[src/rtl/arith_pkg.sv]
// ---------------------------------------------------------------------------
// arith_pkg
// Shared helpers for the pipelined add/subtract datapath.
//   sliceWidth        : bits handled by one pipeline stage (WIDTH/STAGES)
//   stagesDivideWidth : legality check for the WIDTH/STAGES pairing
//   signedOverflow    : two's-complement overflow from the three MSBs
// ---------------------------------------------------------------------------
package arith_pkg;

  // Width of one carry-chain slice. Guards against a zero stage count so a
  // bad parameter set reaches the legality check instead of dividing by zero.
  function automatic int sliceWidth(input int width, input int stages);
    if (stages >= 1) begin
      return width / stages;
    end
    return width;
  endfunction

  // A pairing is legal only when every stage gets the same whole number of bits.
  function automatic bit stagesDivideWidth(input int width, input int stages);
    return (width >= 1) && (stages >= 1) && ((width % stages) == 0);
  endfunction

  // Overflow happens when both addends share a sign and the result does not.
  // bMsb must already be the possibly inverted B operand.
  function automatic logic signedOverflow(input logic aMsb,
                                          input logic bMsb,
                                          input logic sumMsb);
    return (aMsb == bMsb) && (sumMsb != aMsb);
  endfunction

endpackage

[src/rtl/adder_slice.sv]
// ---------------------------------------------------------------------------
// adder_slice
// Purely combinational W-bit ripple-carry adder used as one pipeline slice.
// Ports:
//   a, b  : W-bit addends (b is already inverted by the caller for subtract)
//   cin   : carry into bit 0
//   s     : W-bit sum
//   cout  : carry out of bit W-1
// ---------------------------------------------------------------------------
module adder_slice #(
  parameter int W = 4
) (
  input  logic [W-1:0] a,
  input  logic [W-1:0] b,
  input  logic         cin,
  output logic [W-1:0] s,
  output logic         cout
);

  logic [W:0] w_carry;

  // The whole ripple lives in one block so the carry vector is evaluated as
  // a single chain rather than as bits that look like they feed themselves.
  always_comb begin
    w_carry    = '0;
    s          = '0;
    w_carry[0] = cin;
    for (int i = 0; i < W; i++) begin
      s[i]         = a[i] ^ b[i] ^ w_carry[i];
      w_carry[i+1] = (a[i] & b[i]) | (w_carry[i] & (a[i] ^ b[i]));
    end
  end

  assign cout = w_carry[W];

endmodule

[src/rtl/pipelined_adder_nbit.sv]
// ---------------------------------------------------------------------------
// pipelined_adder_nbit
// WIDTH-bit add/subtract split into STAGES equal ripple slices, one slice per
// pipeline stage, carry registered between slices, valid/ready on both sides.
// Ports:
//   clk, rst            : rising-edge clock, asynchronous active-high reset
//   in_valid / in_ready : input handshake (in_ready is the global advance)
//   in_a, in_b          : WIDTH-bit operands
//   c_in                : carry-in for add, borrow-in for subtract
//   sub                 : 0 = add, 1 = subtract
//   out_valid/out_ready : output handshake
//   sum                 : WIDTH-bit result (registered)
//   c_out               : carry out of the MSB (subtract: 1 = no borrow)
//   ovf                 : two's-complement signed overflow
// ---------------------------------------------------------------------------
module pipelined_adder_nbit
  import arith_pkg::*;
#(
  parameter int WIDTH  = 16,
  parameter int STAGES = 4
) (
  input  logic             clk,
  input  logic             rst,
  input  logic             in_valid,
  output logic             in_ready,
  input  logic [WIDTH-1:0] in_a,
  input  logic [WIDTH-1:0] in_b,
  input  logic             c_in,
  input  logic             sub,
  output logic             out_valid,
  input  logic             out_ready,
  output logic [WIDTH-1:0] sum,
  output logic             c_out,
  output logic             ovf
);

  localparam int W_S = sliceWidth(WIDTH, STAGES);

  // Unequal slices would break the skew/deskew bookkeeping, so refuse them.
  if (!stagesDivideWidth(WIDTH, STAGES)) begin : g_paramCheck
    $error("pipelined_adder_nbit: WIDTH (%0d) must be a positive multiple of STAGES (%0d)",
           WIDTH, STAGES);
  end

  // Per-stage inputs. Entry 0 comes straight from the ports, entry k+1 is
  // the register bank of stage k.
  logic              w_adv;
  logic [STAGES-1:0] w_validIn;
  logic [STAGES-1:0] w_carryIn;
  logic [STAGES-1:0] w_subIn;

  // The whole pipe moves as one shift register: it advances whenever the
  // output slot is empty or being drained. Bubbles are kept, not squeezed.
  assign w_adv    = !out_valid || out_ready;
  assign in_ready = w_adv;

  // Stage 0 folds the borrow sense into the carry so every slice is a plain adder.
  assign w_validIn[0] = in_valid;
  assign w_carryIn[0] = c_in ^ sub;
  assign w_subIn[0]   = sub;

  for (genvar k = 0; k < STAGES; k++) begin : g_stage
    localparam int LO   = k * W_S;
    localparam int SKEW = k;
    localparam int DSK  = STAGES - k;

    logic [W_S-1:0] w_a;
    logic [W_S-1:0] w_b;
    logic [W_S-1:0] w_bInv;
    logic [W_S-1:0] w_s;
    logic           w_cout;
    logic [W_S-1:0] r_dSkew [DSK];

    if (SKEW == 0) begin : g_noSkew
      assign w_a = in_a[LO +: W_S];
      assign w_b = in_b[LO +: W_S];
    end else begin : g_skew
      logic [W_S-1:0] r_aSkew [SKEW];
      logic [W_S-1:0] r_bSkew [SKEW];

      // Operand skew line: slice k waits k cycles so it meets the carry
      // that the lower slices of the same beat produce one stage at a time.
      always_ff @(posedge clk or posedge rst) begin
        if (rst) begin
          for (int j = 0; j < SKEW; j++) begin
            r_aSkew[j] <= '0;
            r_bSkew[j] <= '0;
          end
        end else if (w_adv) begin
          r_aSkew[0] <= in_a[LO +: W_S];
          r_bSkew[0] <= in_b[LO +: W_S];
          for (int j = 1; j < SKEW; j++) begin
            r_aSkew[j] <= r_aSkew[j-1];
            r_bSkew[j] <= r_bSkew[j-1];
          end
        end
      end

      assign w_a = r_aSkew[SKEW-1];
      assign w_b = r_bSkew[SKEW-1];
    end

    // B is inverted here, with the sub flag that travelled with this beat,
    // rather than at the input, so the skew lines carry raw operands.
    assign w_bInv = w_b ^ {W_S{w_subIn[k]}};

    adder_slice #(
      .W(W_S)
    ) u_slice (
      .a   (w_a),
      .b   (w_bInv),
      .cin (w_carryIn[k]),
      .s   (w_s),
      .cout(w_cout)
    );

    // Result deskew line: entry 0 is this stage's sum register, and the low
    // slices sit here until the top slice of the same beat catches up.
    always_ff @(posedge clk or posedge rst) begin
      if (rst) begin
        for (int j = 0; j < DSK; j++) begin
          r_dSkew[j] <= '0;
        end
      end else if (w_adv) begin
        r_dSkew[0] <= w_s;
        for (int j = 1; j < DSK; j++) begin
          r_dSkew[j] <= r_dSkew[j-1];
        end
      end
    end

    assign sum[LO +: W_S] = r_dSkew[DSK-1];

    if (k < STAGES - 1) begin : g_mid
      logic r_valid;
      logic r_carry;
      logic r_sub;

      // Intermediate stage bookkeeping: the beat's valid, its sub flag and
      // the carry out of this slice all move forward together.
      always_ff @(posedge clk or posedge rst) begin
        if (rst) begin
          r_valid <= 1'b0;
          r_carry <= 1'b0;
          r_sub   <= 1'b0;
        end else if (w_adv) begin
          r_valid <= w_validIn[k];
          r_carry <= w_cout;
          r_sub   <= w_subIn[k];
        end
      end

      assign w_validIn[k+1] = r_valid;
      assign w_carryIn[k+1] = r_carry;
      assign w_subIn[k+1]   = r_sub;
    end else begin : g_last
      logic r_valid;
      logic r_carry;
      logic r_ovf;

      // The top slice holds both MSBs, so overflow is decided here and
      // registered alongside the final carry.
      always_ff @(posedge clk or posedge rst) begin
        if (rst) begin
          r_valid <= 1'b0;
          r_carry <= 1'b0;
          r_ovf   <= 1'b0;
        end else if (w_adv) begin
          r_valid <= w_validIn[k];
          r_carry <= w_cout;
          r_ovf   <= signedOverflow(w_a[W_S-1], w_bInv[W_S-1], w_s[W_S-1]);
        end
      end

      assign out_valid = r_valid;
      assign c_out     = r_carry;
      assign ovf       = r_ovf;
    end
  end

endmodule

[config.mk]
export PLATFORM = sky130hd
export DESIGN_NAME = pipelined_adder_nbit
export DESIGN_NICKNAME = d
export VERILOG_FILES = /design/src/rtl/arith_pkg.sv /design/src/rtl/adder_slice.sv /design/src/rtl/pipelined_adder_nbit.sv
export SDC_FILE = /design/constraint.sdc
export NUM_CORES = 1
export LEC_CHECK = 0
export ABC_AREA = 1
export CAP_MARGIN = 10
export CORE_ASPECT_RATIO = 1.5
export CORE_MARGIN = 5
export CORE_UTILIZATION = 59
export DETAILED_ROUTE_END_ITERATION = 10
export GPL_TIMING_DRIVEN = 0
export PLACE_DENSITY = 0.85
export SKIP_CTS_REPAIR_TIMING = 1
export SYNTH_ARGS = -nofsm -noshare
export SYNTH_HDL_FRONTEND = slang
export SYNTH_SLANG_ARGS = --single-unit
[constraint.sdc]
create_clock -name clk -period 9.3 [get_ports clk]
set_input_delay 1.395 -clock clk [delete_from_list [all_inputs] [get_ports clk]]
set_output_delay 1.395 -clock clk [all_outputs]
set_load 0.05 [all_outputs]
==> run_results.csv <==
group,metric,value,unit
global_route,globalRouteOverflowTotal,0,
global_route,grt_pass1_wl,15.5,mm
timing,slew_headroom,58.5,%
logic_synthesis,ys_async_sr_fraction,100,%
power_and_ir_drop,p_leak,2.65,nW
routing,drt-initial-drc-count,192,
global_route,grt_max_degree,52,
placement,port-buffer-count,56,
timing,worst_pin_slew,623,ps
placement,place_area,0.00516,mm2
timing,hold_viol_final,0,
power_and_ir_drop,pwr-share-clk,14.3,%
logic_synthesis,yosysMostFrequentCell,"nand2_1",
layout,drive_above_1_share,9.81,%
power_and_ir_drop,irDropWorstVdd,0.229,mV
timing,rsz0062_at_grt,"false",
power_and_ir_drop,switchingPower,0.791,mW
global_route,first_global_vias,3344,
placement,place_congestion,0.797,
clocking,cts_sinks,100,
logic_synthesis,syn_inst,457,
layout,num_antenna_cells,0,
worst_setup_path,cp_data_required_time,7910,ps
worst_setup_path,start_kind,"primary input",
power_and_ir_drop,pwr-share-seq,38.1,%
timing,finalSetupViolations,0,
clocking,cts_made_buffers,9,
logic_synthesis,synth_common_cells,"155 x nand2_1, 100 x dfrtp_1, 53 x inv_1",
clocking,cts.path.max_buffers,2,
logic_synthesis,yosysWarnings,0,
timing,period_share,49.8,%
power_and_ir_drop,p_int,1.10,mW
timing,fmax,0.216,GHz
logic_synthesis,synth_edf_count,0,
routing,drc,0,
timing,fin_skew,10.3,ps
global_route,grtUsageTotal,22.3,%
routing,vias,3167,
clocking,clk_latency,370,ps
job,drv_cap,0,
logic_synthesis,ys_top_cells_by_area,"dfrtp_1 56%, nand2_1 13%, fa_1 7.2%",
logic_synthesis,yosysSeqAreaShare,56.3,%
routing,drt.antenna.violating_nets,0,
routing,viasPerCell,5.03,
clocking,cts_root_buf,"clkbuf_8",
timing,tns,0,ps
layout,design_area,0.00535,mm2
power_and_ir_drop,p_comb_share,47.6,%
run_status,status,"finished clean",
layout,area_delta_synth_final,20.5,%
clocking,clk_pin_slew,90,ps
routing,dr.pass1.iters,6,
worst_setup_path,worst_ep_arrival_time,3240,ps
worst_setup_path,critPathKind,"primary input to primary output",
layout,fill_cells,526,
floorplan,pin_count,58,
floorplan,die_y,116,um
placement,dp_hpwl,6.88,mm
floorplan,die_x,80.8,um
floorplan,start_util,61.1,%
logic_synthesis,synth_top_area_share,56.3,%
layout,layout.nets,580,
min_path,min_path_type,"flip-flop to flip-flop",
floorplan,core_area,0.00727,mm2
logic_synthesis,ys_seq_elements,100,
logic_synthesis,synth_ff_type,"dfrtp_1",
timing,hold_slack,457,ps
clocking,htreeDepth,3,
floorplan,dieArea,0.00940,mm2
logic_synthesis,synth.avg_cell_area,9.72,um2
floorplan,row_count,38,
timing,finalMaxSlewViolations,0,
clocking,cts_tree,"done",
logic_synthesis,synth_top_cell_by_area,"dfrtp_1",
routing,routed_wl,9.40,mm
timing,period_needed,4630,ps
logic_synthesis,synth_cell_types,18,
worst_setup_path,path_max_fanout,10,
logic_synthesis,syn_area,0.00444,mm2
global_route,antenna_found_initial,0,
layout,post-route-util,73.5,%
power_and_ir_drop,power_density,353,mW/mm2
worst_setup_path,worstSetupEndpointType,"primary output",
power_and_ir_drop,p_sw_share,41.8,%
routing,wl_per_cell,14.9,um
logic_synthesis,synthesis.nets,512,
==> state kept, by name, summed over array words and instances, names as in the netlist <==
signal,flops
g_stage.w_b,8
g_stage.g_mid.r_valid,3
g_stage.g_skew.r_bSkew,16
g_stage.w_a,8
ovf,1
g_stage.g_mid.r_sub,3
out_valid,1
g_stage.g_mid.r_carry,3
g_stage.r_dSkew,28
g_stage.g_skew.r_aSkew,16
sum,12
c_out,1
==> power by group through the flow <==
stage	clock network [mW]	logic, mW	registers (mW)
global placement	0	0.855	0.720
detailed placement	0	0.903	0.726
CTS	0.275	0.910	0.721
global route	0.292	1.01	0.741
finish	0.270	0.900	0.721
floorplan	0	0.598	0.755
==> kinds of logic after synthesis <==
logic type	count (synthesis)	share of synthesized area, %
DFF	100	56.3
adders and majority gates	17	7.49
and+or+nand+nor	158	13.5
xor gates and xnor gates	17	3.35
buffers and inverters	92	11.1
AOI/OAI and AO/OA	73	8.23
==> cell type report <==
cell class / count / area, um2 / area share, %
Clock inverter: 6 / 65.1 / 1.22
Timing Repair Buffer: 57 / 588 / 11.0
Sequential cell: 100 / 2500 / 46.8
Tap cell: 100 / 125 / 2.34
Multi-Input combinational cell: 265 / 1450 / 27.1
Clock buffer: 10 / 128 / 2.39
Buffer: 37 / 283 / 5.29
Inverter: 55 / 211 / 3.95
==> routing by layer <==
layer  up-vias  routed length, um  share of wire (%)  global-route usage, %
met1      1543               3490                 37                   25.8
met2        95               5150                 55                   39.6
li1       1508                  -                  -                      -
met4         0                278                3.0                   10.8
met3        21                481                5.1                   4.01
met5         -                  0                  0                      0
==> critical path: stages <==
cell             delay (ps)
clkdlybuf4s50_1         480
inv_2                    70
nand2_4                  90
buf_6                   170
buf_4                   200
clkdlybuf4s50_1         820
==> placed cells by master, fill, tap and decap left out, types with 2 or more instances in the layout <==
cell type and count:
buf_2 7, buf_4 14, buf_6 11, clkbuf_1 6
clkbuf_8 9, clkdlybuf4s50_1 56, clkinv_2 2, clkinv_4 2
dfrtp_1 100, fa_1 16, inv_1 52, inv_4 2
nand2_1 155, nor2_1 2, o21ai_0 52, o21ai_1 20
xnor2_1 9, xor2_1 8
==> final timing paths <==
path                                                      start                                 end  slack (ps)  cells past startpoint
hold / removal             g_stage[2].g_mid.r_valid$_DFFE_PP0P_               out_valid$_DFFE_PP0P_         460                      2
max in group asynchronous                                   rst       g_stage[2].w_a[1]$_DFFE_PP0P_        7180                      3
min in group asynchronous                                   rst  g_stage[0].r_dSkew[15]$_DFFE_PP0P_        1470                      2
setup reg to reg             g_stage[2].g_mid.r_sub$_DFFE_PP0P_                     ovf$_DFFE_PP0P_        6670                     13
setup / recovery                                      out_ready                            in_ready        4670                      6
hold reg to reg            g_stage[2].g_mid.r_valid$_DFFE_PP0P_               out_valid$_DFFE_PP0P_         460                      2
==> stage by stage <==
stage	power [mW]	worst slack (ps)	cells
floorplan	1.35	5290	457
global placement	1.57	3980	613
detailed placement	1.63	4670	614
CTS	1.91	4650	630
global route	2.04	4620	630
finish	1.89	4670	630
Power figures use the tool's default switching activity.
